$ cat config.mk
export PLATFORM = sky130hd
export DESIGN_NAME = detector_colisao
export DESIGN_NICKNAME = d
export VERILOG_FILES = /design/src/rtl/detector_colisao.sv
export SDC_FILE = /design/constraint.sdc
export NUM_CORES = 1
export LEC_CHECK = 0
export ABC_AREA = 0
export BUFFER_PORTS_ARGS = -buffer_cell sky130_fd_sc_hd__buf_2
export CORE_MARGIN = 5
export CORE_UTILIZATION = 50
export DETAILED_ROUTE_END_ITERATION = 10
export GPL_TIMING_DRIVEN = 1
export PLACE_DENSITY = 0.73
export REMOVE_ABC_BUFFERS = 1
export SLEW_MARGIN = 20
export SYNTH_ARGS = -nofsm -noshare
export SYNTH_HDL_FRONTEND = slang
export SYNTH_SLANG_ARGS = --single-unit
$ cat constraint.sdc
create_clock -name clk -period 4 [get_ports clk]
set_input_delay 0.6 -clock clk [delete_from_list [all_inputs] [get_ports clk]]
set_output_delay 0.6 -clock clk [all_outputs]
set_load 0.05 [all_outputs]
$ cat src/rtl/detector_colisao.sv
// detector_colisao: once per frame, checks the player car against three
// opponent cars with axis-aligned box overlap, manages lives, the
// invulnerability window after a hit, and the sticky game-over flag.
// Optional frame score counter enabled by defining CONTADOR_PONTOS_EN.
module detector_colisao #(
  parameter int CAR_W         = 40,
  parameter int CAR_H         = 60,
  parameter int VIDAS_INI     = 3,
  parameter int INVULN_FRAMES = 60
) (
  input  logic        clk,
  input  logic        reset,
  input  logic        frame_tick,
  input  logic [9:0]  jogador_x,
  input  logic [8:0]  jogador_y,
  input  logic [9:0]  oponente1_x,
  input  logic [8:0]  oponente1_y,
  input  logic [9:0]  oponente2_x,
  input  logic [8:0]  oponente2_y,
  input  logic [9:0]  oponente3_x,
  input  logic [8:0]  oponente3_y,
  output logic        colisao,
  output logic [1:0]  indice_colisao,
  output logic [2:0]  vidas,
  output logic        invulneravel,
  output logic        game_over,
  output logic        ocupado,
  output logic [15:0] pontos
);

  typedef enum logic [1:0] {IDLE, CHECK, RESOLVE, FIM} estado_t;

  estado_t         estado;
  logic [9:0]      snap_jx;
  logic [8:0]      snap_jy;
  logic [2:0][9:0] snap_ox;
  logic [2:0][8:0] snap_oy;
  logic [1:0]      idx;
  logic [2:0]      mascara;
  logic [7:0]      cnt_invuln;

  logic [9:0]         ox_sel;
  logic [8:0]         oy_sel;
  logic signed [10:0] dx, dy;
  logic [10:0]        adx, ady;
  logic               hit;

  // Box-overlap test for the opponent selected by idx (snapshot values only).
  // Differences are 11-bit signed so they never wrap; touching edges are no hit.
  always_comb begin
    ox_sel = snap_ox[idx];
    oy_sel = snap_oy[idx];
    dx     = $signed({1'b0, snap_jx}) - $signed({1'b0, ox_sel});
    dy     = $signed({2'b00, snap_jy}) - $signed({2'b00, oy_sel});
    adx    = dx[10] ? 11'(-dx) : 11'(dx);
    ady    = dy[10] ? 11'(-dy) : 11'(dy);
    hit    = (adx < 11'(CAR_W)) && (ady < 11'(CAR_H));
  end

  assign invulneravel = (cnt_invuln != 8'd0);

  // Scan FSM: snapshot on tick, one opponent per clock, resolve lives/immunity.
  always_ff @(posedge clk or posedge reset) begin
    if (reset) begin
      estado         <= IDLE;
      snap_jx        <= '0;
      snap_jy        <= '0;
      snap_ox        <= '0;
      snap_oy        <= '0;
      idx            <= 2'd0;
      mascara        <= 3'b000;
      cnt_invuln     <= 8'd0;
      colisao        <= 1'b0;
      indice_colisao <= 2'd0;
      vidas          <= 3'(VIDAS_INI);
      game_over      <= 1'b0;
      ocupado        <= 1'b0;
    end else begin
      colisao <= 1'b0;
      case (estado)
        IDLE: begin
          if (frame_tick) begin
            snap_jx    <= jogador_x;
            snap_jy    <= jogador_y;
            snap_ox[0] <= oponente1_x;
            snap_oy[0] <= oponente1_y;
            snap_ox[1] <= oponente2_x;
            snap_oy[1] <= oponente2_y;
            snap_ox[2] <= oponente3_x;
            snap_oy[2] <= oponente3_y;
            mascara    <= 3'b000;
            idx        <= 2'd0;
            ocupado    <= 1'b1;
            estado     <= CHECK;
          end
        end
        CHECK: begin
          mascara[idx] <= hit;
          if (idx == 2'd2) estado <= RESOLVE;
          else             idx    <= idx + 2'd1;
        end
        RESOLVE: begin
          ocupado <= 1'b0;
          estado  <= IDLE;
          if (mascara != 3'b000 && cnt_invuln == 8'd0 && vidas != 3'd0) begin
            colisao        <= 1'b1;
            indice_colisao <= mascara[0] ? 2'd1 : (mascara[1] ? 2'd2 : 2'd3);
            vidas          <= vidas - 3'd1;
            if (vidas == 3'd1) begin
              game_over <= 1'b1;
              estado    <= FIM;
            end else begin
              cnt_invuln <= 8'(INVULN_FRAMES);
            end
          end else if (cnt_invuln != 8'd0) begin
            cnt_invuln <= cnt_invuln - 8'd1;
          end
        end
        FIM: begin
          // Terminal until reset; frame ticks are ignored here.
        end
        default: estado <= IDLE;
      endcase
    end
  end

`ifdef CONTADOR_PONTOS_EN
  logic [15:0] pontos_cnt;

  // Frames survived: counts ticks accepted in IDLE, saturating, frozen in FIM.
  always_ff @(posedge clk or posedge reset) begin
    if (reset)
      pontos_cnt <= 16'd0;
    else if (estado == IDLE && frame_tick && !game_over && pontos_cnt != 16'hFFFF)
      pontos_cnt <= pontos_cnt + 16'd1;
  end

  assign pontos = pontos_cnt;
`else
  assign pontos = 16'd0;
`endif

endmodule

# Word level (Yosys, flattened, before mapping)
# Index checks and enable logic that the tools add are counted.
[word_totals]
inputBits = 79
ff_bits = 99
rom_bits = 0
mem_count = 0
elab_cells = 85
ram_bits = 0
latch_bits = 0
[op_classes]
order_cmp = 4
n_bitwise = 0
n_addsub = 7
n_eq_ne = 8
shifts = 0
n_mul = 0
muxes = 28
reduce_logical = 21
div_mod_pow = 0
[op_table]
columns = ["op", "n"]
rows = [
  ["$mux 8", 3],
  ["$lt 11x6->1 const B", 2],
  ["$mux 11", 2],
  ["$bmux 10 s2", 1],
  ["$bmux 9 s2", 1],
  ["$mux 2", 7],
  ["$reduce_and 3->1", 4],
  ["$neg 10->11", 1],
  ["$neg 11->11", 1],
  ["$sub 10x10->11", 1],
  ["$mux 10", 1],
  ["$sub 9x9->10", 1],
  ["$mux 9", 1],
  ["$reduce_bool 3->1", 3],
  ["$logic_not 8->1", 1],
  ["$ne 2x2->1 const B", 4],
  ["$reduce_and 2->1", 4],
  ["$reduce_bool 8->1", 1],
  ["$sub 8x1->8 const B", 1],
  ["$pmux 2 s3", 1],
  ["$pmux 3 s2", 1],
  ["$reduce_bool 2->1", 3],
  ["$mux 1", 5],
  ["$eq 2x2->1 const B", 2],
  ["13 further kinds", 16],
]

# Logic depth before layout (Yosys ltp)
[logic_depth]
ltp_word = 9
ltp_mapped = 15
ltp_nobuf = 13

# Worst setup path before layout
# No wires, ideal clock.
[synth_path]
path_kind = "flip-flop to flip-flop"
start = "register idx[1]"
end = "register mascara[0]"
path_buffers = 3
synth_period_minus_slack_ns = 3.470
arrival_time_ns = 3.375
path_slack_ns = 0.530
required_time_ns = 3.905
stages_incl_launch_ff = 16
setup_time_ns = 0.095
path_cell_list = "dfrtp_1 > clkbuf_1 > buf_1 > mux2i_1 > nor2_1 > a31oi_1 > ha_1 > clkbuf_1 > a21oi_1 > nand4b_1 > a311oi_1 > o21ai_1 > xor2_1 > o21ai_1 > nand2_1 > o31ai_1"
[synth_via]
elab_chain_cells = 9
elab_cells_between_ends = 20
cone_classes = "add/sub: 4; order compare: 4; mux: 10; reduce/logical: 2"
[synth_lines]
columns = ["item", "line_no", "text"]
rows = [
  ["from (decl)", "38", "logic [1:0] idx;"],
  ["from (signal assigned)", "100", "else idx <= idx + 2'd1;"],
  ["$bmux 10 s2 or $bmux 9 s2 (tied branches)", "51, 52", ""],
  ["$mux 10 (implied by the code) or $mux 9 (tied branches)", "51, 52", ""],
  ["$sub 10x10->11 or $sub 9x9->10 (tied branches)", "53, 54", ""],
  ["$neg 11->11 or $neg 10->11 (tied branches)", "55, 56", ""],
  ["$mux 11 (on tied branches)", "55, 56", ""],
  ["$lt 11x6->1", "57", "hit = (adx < 11'(CAR_W)) && (ady < 11'(CAR_H));"],
  ["$logic_and 1x1->1", "57", ""],
  ["$bwmux 3 (*)", "98", "mascara[idx] <= hit;"],
  ["$pmux 3 s2 (*)", "80", "case (estado)"],
  ["to (signal, indexed assignment)", "98", ""],
  ["to (decl)", "39", "logic [2:0] mascara;"],
]
# Every way passes the cells marked *; elsewhere a longest branch is shown, timed or not. The select of a mux whose other input is x is not followed.
# A chain may end at the register's enable or synchronous reset.

# Final worst setup path
# Ends and elaborated chain as after synthesis.

==> out/metrics.yaml <==
global_route:
  grt_use_total: 0.179
  grt_antenna_before_repair: 0
  global_route_wire_length_before_repair_um: 19300
  via_count_of_the_first_global_routing_pass: 4155
  gr-total-overflow: 0
  grt_max_degree: 78
sta:
  setup_repair_after_global_routing_missed_its_margin: "false"
  slew-limit-headroom: 0.339
  slew_violations: 0
  fin_tns_setup_ps: 0
  finClkSkew_ps: 8.36
  setup_viol_count_final: 0
  hold_violations: 0
  ratio_of_final_minimum_period_to_clock_period: 0.855
  max_clock_freq_mhz: 292
  slew_at_the_pin_closest_to_its_max_slew_limit_ps: 992
  fin_crit_ps: 3420
worst_setup_path:
  regToRegStartpoint: "idx[1]$_DFFE_PP0P_"
  critical_path.startpoint_type: "flip-flop"
  cp_data_arrival_time_ps: 3680
  worst-r2r-setup-slack_ps: 580
  worstSetupEndpointType: "flip-flop"
  worst_r2r_endpoint: "mascara[0]$_DFFE_PP0P_"
  worst_reg2reg_path_length_in_cells: 13
  crit_type: "reg2reg"
  crit_fanout: 9
  required_ps: 4260
clocking:
  cts_tree: "yes"
  post_cts.resized_instances: 0
  clockBufferDepth: 2
  htree_num_levels: 3
  clkTransAtPathRegs_ps: 70
  postCtsSetupBuffers: 0
  clk_latency_ps: 340
  cts_inserted_buffers: 9
  cts_hold_repair.buffers: 0
  clock_sink_count: 99
  clock_tree.root_cell: "sky130_fd_sc_hd__clkbuf_16"
synth:
  async_flop_share: 1.00
  synth_ff_type: "sky130_fd_sc_hd__dfrtp_1"
  synth.cell_area_sq_um: 5740
  synth_edf_count: 0
  avgSynthCellArea_sq_um: 10.8
  netlist.area_leader.share: 0.423
  yosysSeqAreaShare: 0.432
  synth_largest_area_cell: "sky130_fd_sc_hd__dfrtp_1"
  ys_ff_latch: 99
  post_synth_num_cell_types: 58
  post_synth_main_area_contributors: "sky130_fd_sc_hd__dfrtp_1, sky130_fd_sc_hd__mux2_2, sky130_fd_sc_hd__ha_1"
  instance_count_of_the_mapped_netlist: 534
  yosysWarningCount: 0
placed_design:
  io_buffers: 87
  place.gp.congestion: 0.868
  cells_after_dpl: 748
  detailed_place_hpwl_um: 8730
floorplan:
  floorplan.initialDensity: 0.507
  dieHeight_um: 117
  count_of_standard_cell_rows: 39
  design.core.area_sq_um: 11300
  fp.dieW_um: 117
  design.portCount: 104
  die_area_sq_um: 13700
outcome:
  run_status: "finished, final reports clean"
route:
  totalWireLength_um: 11700
  viasPerCell: 5.52
  remaining_drc_errors: 0
  count_of_routing_violations_after_the_opening_detailed_route_iteration: 273
  drt_first_pass_iters: 5
  wire_per_inst_um: 15.3
  vias: 4213
  postRouteAntennaNets: 0
cells_and_area:
  layout.filler_cells: 996
  finalNetCount: 727
  final_layout_size_suffix_gt1_frac: 0.310
  most_frequent_cells_in_the_layout: "sky130_fd_sc_hd__dfrtp_1, sky130_fd_sc_hd__buf_2, sky130_fd_sc_hd__mux2_2"
  antenna_cells: 0
  stdcell_count: 763
  final_common_cell: "sky130_fd_sc_hd__dfrtp_1"
  synthesis_to_finish_area_growth_pct: 14.3
power_and_ir_drop:
  power_frac_seq: 0.250
  p_per_area_nw_per_um2: 1030
  clockPowerShare: 0.127
  combPwrFrac: 0.623
  internal_power_mw: 3.84
  netSwitchingPower_mw: 2.93
  worst_ir_drop_vdd_uv: 668
  power.share.switching: 0.433
  cellLeakagePower_nw: 3.04
hold_path:
  worst_hold_path_type: "in2async"
flow_run:
  drv.max_cap_violation_count: 0
-- power groups by stage --
stage / sequential [mW] / combinational (mW) / clock [mW]
3_3_place_gp: 1.70 / 4.07 / 0
6_report: 1.69 / 4.22 / 0.860
5_1_grt: 1.75 / 4.70 / 0.923
3_5_place_dp: 1.71 / 4.18 / 0
4_1_cts: 1.70 / 4.21 / 0.881
2_1_floorplan: 1.68 / 3.38 / 0
-- layout make-up --
class,count,area (sq um),share of cell area
clock buffers,11,243,0.0370
inverters,23,88.8,0.0135
well taps,143,179,0.0273
repair buffers,93,480,0.0732
clock inverters,4,51.3,0.00782
multi-input cells,390,3040,0.463
flip-flops and latches,99,2480,0.378
-- sequential cells by signal (all words and copies together), names as in the netlist --
register	flops
snap_ox	30
snap_oy	27
snap_jx	10
snap_jy	9
cnt_invuln	8
mascara	3
vidas	3
estado	2
idx	2
indice_colisao	2
colisao	1
game_over	1
ocupado	1
-- synth_stat cells (all sizes together) (4+ instances only) --
master	n
dfrtp	97
mux2	76
nor2	34
ha	30
nand2	29
buf	23
inv	22
mux2i	22
o21ai	22
a21oi	21
a31oi	14
clkbuf	14
xnor2	14
nor3	10
a21o	8
nor2b	8
nand2b	7
nand3b	7
xor2	6
nand3	5
o2111ai	5
o22ai	5
a211oi	4
nand4b	4
or4	4
-- per-stage QoR --
| step | total power [mW] | hold slack (ps) | worst slack, ps | area [sq um] | util |
|---|---|---|---|---|---|
| finish | 6.77 | 441 | 579 | 6560 | 0.580 |
| detailed placement | 5.90 | 494 | 552 | 6270 | 0.554 |
| global route | 7.38 | 465 | 197 | 6560 | 0.580 |
| CTS | 6.79 | 467 | 540 | 6560 | 0.580 |
| floorplan | 5.06 | 452 | 433 | 5600 | - |
| global placement | 5.77 | 448 | 619 | 6270 | 0.554 |
-- worst max-delay path: stages (launching register included) --
cell,delay (ps)
sky130_fd_sc_hd__dfrtp_1,630
sky130_fd_sc_hd__buf_4,290
sky130_fd_sc_hd__mux2i_1,210
sky130_fd_sc_hd__nor2_1,50
sky130_fd_sc_hd__a31oi_1,140
sky130_fd_sc_hd__ha_1,330
sky130_fd_sc_hd__a21oi_1,350
sky130_fd_sc_hd__nand4b_1,150
sky130_fd_sc_hd__a311oi_1,380
sky130_fd_sc_hd__o21ai_1,140
sky130_fd_sc_hd__xor2_1,160
sky130_fd_sc_hd__o21ai_1,150
sky130_fd_sc_hd__nand2_1,110
sky130_fd_sc_hd__o31ai_1,230
-- cells by family (layout without fill, tap and decap cells) --
kind of cell             after synthesis  count (layout)  share of synthesized area
XOR/XNOR                              20              20                     0.0305
AO/OA/AOI/OAI                        104             104                      0.118
AND/OR/NAND/NOR                      120             120                      0.110
buffers and inverters                 60             131                     0.0497
adder cells (fa/ha/maj)               32              32                     0.0723
multiplexers                          98              98                      0.187
flip-flops                            99              99                      0.432
other                                  1              16                   0.000653
-- how the worst max path moves through the flow --
stage                       start                      to  slack (ps)  depth (start not counted)
6_report       idx[1]$_DFFE_PP0P_  mascara[0]$_DFFE_PP0P_         580                         13
2_1_floorplan  idx[1]$_DFFE_PP0P_  mascara[0]$_DFFE_PP0P_         430                         11
5_1_grt        idx[1]$_DFFE_PP0P_  mascara[0]$_DFFE_PP0P_         200                         13
3_5_place_dp   idx[1]$_DFFE_PP0P_  mascara[0]$_DFFE_PP0P_         550                         12
3_3_place_gp   idx[1]$_DFFE_PP0P_  mascara[2]$_DFFE_PP0P_         620                         13
4_1_cts        idx[1]$_DFFE_PP0P_  mascara[0]$_DFFE_PP0P_         540                         12
-- routing by layer --
layer	vias up	track usage	share of wire
li1	2059	-	-
met1	2050	0.227	0.45
met2	98	0.299	0.49
met3	6	0.0535	0.052
met4	0	0.0451	0.0080
met5	-	0	0
Note: power is estimated with default switching activity, not from simulation.
